<file path="config.mk">
export PLATFORM = sky130hd
export DESIGN_NAME = recebe_hamming
export DESIGN_NICKNAME = d
export VERILOG_FILES = /design/src/rtl/recebe_hamming.sv
export SDC_FILE = /design/constraint.sdc
export NUM_CORES = 1
export LEC_CHECK = 0
export CAP_MARGIN = 20
export CORE_UTILIZATION = 53
export DETAILED_ROUTE_END_ITERATION = 7
export PLACE_DENSITY = 0.78
export SLEW_MARGIN = 20
export SYNTH_ARGS = -nofsm -noshare
export SYNTH_HDL_FRONTEND = slang
export SYNTH_SLANG_ARGS = --single-unit
</file>
<file path="constraint.sdc">
create_clock -name i_clk -period 1.4 [get_ports i_clk]
set_input_delay 0.28 -clock i_clk [delete_from_list [all_inputs] [get_ports i_clk]]
set_output_delay 0.28 -clock i_clk [all_outputs]
set_load 0.01 [all_outputs]
</file>
<file path="src/rtl/recebe_hamming.sv">
// rtl/recebe_hamming.sv - serial frame receiver feeding the Hamming(15,11) corrector
//
// Purpose:
//   Frames a bit-strobed serial line into WIDTH-bit codewords.
//   Each frame on the line is: start bit 0, WIDTH code bits LSB first, stop bit 1.
//   A good frame is loaded into a one-entry valid/ready output buffer.
//   A bad stop bit raises erro_quadro and the frame is dropped.
//   A good frame that finds the buffer full raises estouro and is dropped.
//
// Ports:
//   i_clk             system clock, rising edge
//   i_rst             synchronous active-high reset
//   i_rx              serial line, idles at 1
//   i_bit_en          bit strobe; i_rx is sampled only when this is 1
//   o_codigo          received codeword, bit 0 = first data bit (to corrector entrada)
//   o_codigo_valido   o_codigo holds an unconsumed codeword
//   i_codigo_pronto   consumer accepts o_codigo this cycle
//   o_ocupado         a frame is in progress
//   o_erro_quadro     one-cycle pulse: stop bit sampled as 0
//   o_estouro         one-cycle pulse: good frame dropped, buffer full

module recebe_hamming #(
   parameter int WIDTH = 15
) (
   input  logic             i_clk,
   input  logic             i_rst,
   input  logic             i_rx,
   input  logic             i_bit_en,
   output logic [WIDTH-1:0] o_codigo,
   output logic             o_codigo_valido,
   input  logic             i_codigo_pronto,
   output logic             o_ocupado,
   output logic             o_erro_quadro,
   output logic             o_estouro
);

   localparam int CW = $clog2(WIDTH);

   localparam logic [1:0] OCIOSO = 2'd0;
   localparam logic [1:0] DADOS  = 2'd1;
   localparam logic [1:0] PARADA = 2'd2;

   logic [1:0]       r_estado;
   logic [CW-1:0]    r_cont;
   logic [WIDTH-1:0] r_desloc;
   logic [WIDTH-1:0] r_codigo;
   logic             r_valido;
   logic             r_ocupado;
   logic             r_erro;
   logic             r_estouro;

   // The buffer can take a new word if it is empty or being drained this cycle.
   logic w_buf_livre;
   assign w_buf_livre = ~r_valido | i_codigo_pronto;

   always_ff @(posedge i_clk) begin
      if (i_rst) begin
         r_estado  <= OCIOSO;
         r_cont    <= '0;
         r_desloc  <= '0;
         r_codigo  <= '0;
         r_valido  <= 1'b0;
         r_ocupado <= 1'b0;
         r_erro    <= 1'b0;
         r_estouro <= 1'b0;
      end else begin
         r_erro    <= 1'b0;
         r_estouro <= 1'b0;

         // Drain; a load in the same cycle below overrides this.
         if (r_valido && i_codigo_pronto)
            r_valido <= 1'b0;

         if (i_bit_en) begin
            case (r_estado)
               OCIOSO: begin
                  if (!i_rx) begin
                     r_estado  <= DADOS;
                     r_cont    <= '0;
                     r_ocupado <= 1'b1;
                  end
               end
               DADOS: begin
                  r_desloc[r_cont] <= i_rx;
                  r_cont           <= r_cont + CW'(1);
                  if (r_cont == CW'(WIDTH - 1))
                     r_estado <= PARADA;
               end
               PARADA: begin
                  // A 0 here is a framing error, never a new start bit.
                  r_estado  <= OCIOSO;
                  r_ocupado <= 1'b0;
                  if (i_rx) begin
                     if (w_buf_livre) begin
                        r_codigo <= r_desloc;
                        r_valido <= 1'b1;
                     end else begin
                        r_estouro <= 1'b1;
                     end
                  end else begin
                     r_erro <= 1'b1;
                  end
               end
               default: begin
                  r_estado  <= OCIOSO;
                  r_ocupado <= 1'b0;
               end
            endcase
         end
      end
   end

   assign o_codigo        = r_codigo;
   assign o_codigo_valido = r_valido;
   assign o_ocupado       = r_ocupado;
   assign o_erro_quadro   = r_erro;
   assign o_estouro       = r_estouro;

endmodule

</file>
[Word-level counts from Yosys, hierarchy flattened]
Index checks and enable logic that the tools add are counted.
Word-level totals
  register bits after elaboration: 40
  bits of input ports: 5
  output and inout bits: 19
  word-level logic and storage cells: 50
Operators by class
  add/sub/neg operators: 1
  $lt $le $gt $ge: 2
  equal/unequal tests: 5
  multiplexer cells: 17
  bitwise operators: 6
  reduce and logical (&&, ||, !) cells: 11
Operators with widths (count)
  bitwise mux 15 bit: 1
  two-way mux 1 bit: 9
  AND reduction 3 bit: 3
  one-hot mux 4 bit (2 select lines): 1
  less-than comparator 4 x 5 -> 1 bit, second input constant: 1
  inverter 1 bit: 5
  adder 4 x 1 -> 4 bit, second input constant: 1
  demux 1 bit (select 4 bit): 1
  == test 4 bit, second input constant: 1
  >= comparator 4 x 1 -> 1 bit, second input constant: 1
  two-way mux 2 bit: 2
  two-way mux 4 bit: 1
  inequality test 2 bit, second input constant: 2
  one-hot mux 2 bit (2 select lines): 1
  AND reduction 4 bit: 1
  OR reduction 4 bit: 1
  OR reduction 3 bit: 1
  == test 2 x 1 -> 1 bit, second input constant: 1
  == test 2 bit, second input constant: 1
  logical AND 1 bit: 2
  zero test 2 bit: 1
  one-hot mux 1 bit (2 select lines): 1
  AND reduction 2 bit: 1
  nonzero test 2 bit: 1
  OR 1 bit: 1

[Depth between registers and ports, before layout]
  word-level depth: 6
  mapped depth: 5
  gate-level depth less buffers: 5

[Least setup slack after synthesis]
OpenSTA, ideal clock, no wires.
  kind: reg2reg
  start: reg r_cont[0]
  end: reg r_desloc[2]
  setup time: 0.072 ns
  arrival: 1.126 ns
  data required time: 1.328 ns
  setup slack: 0.202 ns
  cell stages (with the launch flop): 6
  buffers on the path: 0
  period minus slack after synthesis: 1.198 ns
  cells stage by stage: dfxtp_1 > inv_1 > ha_1 > nand4b_1 > nor3_1 > mux2i_1
Between the ends
  cells in the longest elaborated chain, start to end: 5
  elaborated cells on any way between the ends: 6
  those cells by class: order compare: 2; mux: 3; reduce/logical: 1
RTL lines
  start: declaration: RTL line 44  | logic [CW-1:0] r_cont;
  start signal: assignment: RTL line 85  | r_cont <= r_cont + CW'(1);
  less-than comparator 4 x 5 -> 1 bit (implied by the code) / >= comparator 4 x 1 -> 1 bit (equally long branches): RTL line 84  | r_desloc[r_cont] <= i_rx;
  logical AND 1 bit (implied by the code): RTL line 84
  two-way mux 1 bit (implied by the code): RTL line 84
  demux 1 bit (select 4 bit) (*): RTL line 84
  bitwise mux 15 bit (*): RTL line 84
  end signal: indexed assignment: RTL line 84
  end: declaration: RTL line 45  | logic [WIDTH-1:0] r_desloc;
Every way passes the cells marked *; elsewhere a longest branch is shown, timed or not.
A chain may end at the register's enable or synchronous reset.

[Worst setup path after layout]
  start: reg r_cont[0]
  end: reg r_desloc[10]
The elaborated chain is that of the path after synthesis.

==> impl_metrics.py <==
metrics = {
    "clock_network": {
        "clock_path_buffers": 2,
        "insertion_delay_ps": 340,
        "clk_pin_slew_worst_paths_ps": 110,
        "clkSinkCount": 40,
        "cts.htree.levels": 2,
        "cts_tree": "yes",
        "root_buffer": "clkbuf_4",
        "numCtsBuffers": 5,
    },
    "route": {
        "drt_first_pass_iters": 4,
        "ant_nets": 0,
        "drc": 0,
        "drt_iter0_drc": 47,
        "dr_total_vias": 1342,
        "routed_wl_mm": 3.375,
        "drt-vias-per-instance": 5.242,
        "wl_per_cell_um": 13.18,
    },
    "placement": {
        "place_hpwl_mm": 2.417,
        "gp_congestion": 0.8150,
        "placed_area_um2": 2078,
        "portBuffers": 23,
        "place_inst": 248,
    },
    "sta": {
        "fmax_ghz": 0.7617,
        "worst_pin_slew_ps": 386.7,
        "slew_violations": 0,
        "hold_viol": 0,
        "fin_setup_tns_ps": 0,
        "slew_headroom": 0.7419,
        "post-route-period-util": 0.9377,
        "setup_violations": 0,
        "rsz0062_at_grt": "true",
        "min_period_ps": 1313,
        "fin_skew_ps": 4.842,
    },
    "critical_path": {
        "r2r_slack_ps": 90,
        "reg2reg_depth": 5,
        "crit-reg2reg-launch": "r_cont[0]",
        "crit_type": "flop to flop",
        "critical_path_arrival_ps": 1590,
        "start_kind": "flop",
        "rr_endpoint": "r_desloc[10]",
        "endpoint_kind": "flop",
        "crit_required_ps": 1670,
        "path_max_fanout": 5,
    },
    "floorplan": {
        "row_count": 20,
        "core_um2": 3078,
        "die_w_um": 59.22,
        "fp.dieArea_um2": 3507,
        "start_util": 0.5638,
        "die_height_um": 59.22,
        "io_pins": 24,
    },
    "global_route": {
        "grt_pass1_wl_mm": 5.699,
        "overflow": 0,
        "grt_pass1_vias": 1301,
        "grt_max_degree": 17,
        "grt.total_usage": 0.2212,
        "antenna_found_initial": 0,
    },
    "power_and_ir_drop": {
        "ir_drop_v": 0.0005477,
        "p_sw_frac": 0.2164,
        "p_comb_frac": 0.058,
        "internal-power_uw": 1487,
        "p_switching_uw": 410.7,
        "power_frac_clock": 0.335,
        "p_leak_uw": 0.0008742,
        "power.density_nw_per_um2": 879.8,
        "seqPwrFrac": 0.607,
    },
    "finish": {
        "syn2layout_area_growth_pct": 24.30,
        "fill_cells": 252,
        "finish.instance_area_um2": 2157,
        "drive_above_1_share": 0.1604,
        "nNetsFinal": 221,
        "fin_cells": 256,
        "diodes": 0,
    },
    "synth": {
        "synthTopCellsByArea": "dfxtp_1, mux2i_1, nand2b_1",
        "synth_area_per_cell_um2": 9.750,
        "synth-seq-cells": 40,
        "yosysSeqAreaShare": 0.4614,
        "yosysMostFrequentCell": "dfxtp_1",
        "syn_area_um2": 1735,
        "synthTopCellsByCount": "dfxtp_1, nand2b_1, mux2i_1",
        "synth_top_cell_by_area": "dfxtp_1",
        "syn_nets": 187,
        "synth-main-ff-cell": "dfxtp_1",
        "ys_types": 25,
        "synth_cells": 178,
        "synth_top_area_frac": 0.4614,
        "async_flop_share": 0,
        "synth-edff-count": 0,
        "ys_warn_count": 0,
    },
    "hold_path": {
        "hp-class": "input port to flop",
        "worstHoldPathCells": 3,
        "hold_start": "i_bit_en",
        "whs_endpoint": "o_ocupado",
    },
    "run": {
        "cap_violations": 0,
    },
    "outcome": {
        "outcome": "completed",
    },
}
[power by group through the flow]
stage | Sequential (µW) | Clock (µW) | Combinational, µW
after floorplan | 1170 | 0 | 61.1
after global placement | 1180 | 0 | 107
after detailed placement | 1180 | 0 | 109
after CTS | 1150 | 653 | 109
after global routing | 1150 | 701 | 119
final | 1150 | 636 | 110
[critical path, cell delays in order, from the launching register on]
cell	delay, ps
dfxtp_4	380
inv_2	70
ha_2	180
nand4b_1	220
nor2_1	210
mux2i_1	190
[cell usage in the layout (no fill, tap or decap), drive strengths merged, types with 4 or more instances in the layout]
cell / synthesis / routed
ha: 4 / 4
buf: 4 / 16
dfxtp: 40 / 40
a21oi: 5 / 5
nor3: 5 / 5
dlygate4sd2: 0 / 19
nand4b: 5 / 5
o21ai: 6 / 6
nand2b: 36 / 36
nand2: 6 / 6
clkbuf: 8 / 7
nor2: 13 / 13
mux2i: 30 / 30
[sequential cells by signal, summed over array words and instances (netlist names)]
register         count
r_desloc            15
o_ocupado            1
r_cont               4
o_estouro            1
o_erro_quadro        1
r_estado             2
o_codigo            15
o_codigo_valido      1
[metal layers]
layer  up-vias  wire length, µm  GRT usage
met4         0               58     0.1156
met5         -                0          0
met2        29             1623     0.3531
met3         6              111    0.04803
li1        668                -          -
met1       639             1581     0.2792
[final cells by class]
| type | instances | area, µm² | share of cell area |
|---|---|---|---|
| Inverter | 3 | 11.26 | 0.005220 |
| Sequential cell | 40 | 807.0 | 0.3741 |
| Timing Repair Buffer | 39 | 332.8 | 0.1543 |
| Multi-Input combinational cell | 123 | 885.9 | 0.4107 |
| Clock buffer | 7 | 65.06 | 0.03016 |
| Tap cell | 44 | 55.05 | 0.02552 |
[metrics by stage]
step	util	power [µW]	setup slack, ps	hold WS, ps
floorplan	-	1236	202.1	355.9
global placement	0.6752	1285	-317.6	456.6
detailed placement	0.6752	1288	-337.1	464.1
CTS	0.6911	1914	8.244	483.7
global route	0.7008	1974	-3.803	361.9
finish	0.7008	1898	87.17	328.9
[cell families after synthesis]
family                   Yosys count  share of synthesized area
adder cells (fa/ha/maj)            4                    0.02884
AO/OA/AOI/OAI                     15                    0.04975
AND/OR/NAND/NOR                   74                     0.2487
flip-flops                        40                     0.4614
multiplexers                      30                     0.1730
buffers and inverters             15                    0.03821
[worst max-delay path by stage]
stage                          from           end  slack [ps]  cells past startpoint
after global routing      r_cont[0]  r_desloc[10]          -4                      5
after CTS                  i_bit_en   r_desloc[5]           8                      5
final                     r_cont[0]  r_desloc[10]          90                      5
after detailed placement   i_bit_en   o_codigo[1]        -340                      5
after floorplan           r_cont[0]   r_desloc[2]         200                      5
after global placement     i_bit_en   r_desloc[1]        -320                      5
[timing repair]
| item | CTS | global route |
|---|---|---|
| pin swaps | 0 | 4 |
| endpoints found under the hold margin | 0 | 0 |
| setup buffers | 1 | 0 |
| endpoints found under the setup margin | 20 | 27 |
| gates cloned | 0 | 0 |
| hold buffers | 0 | 0 |
| resized for setup | 19 | 13 |
Note: power is estimated with default switching activity, not from simulation.
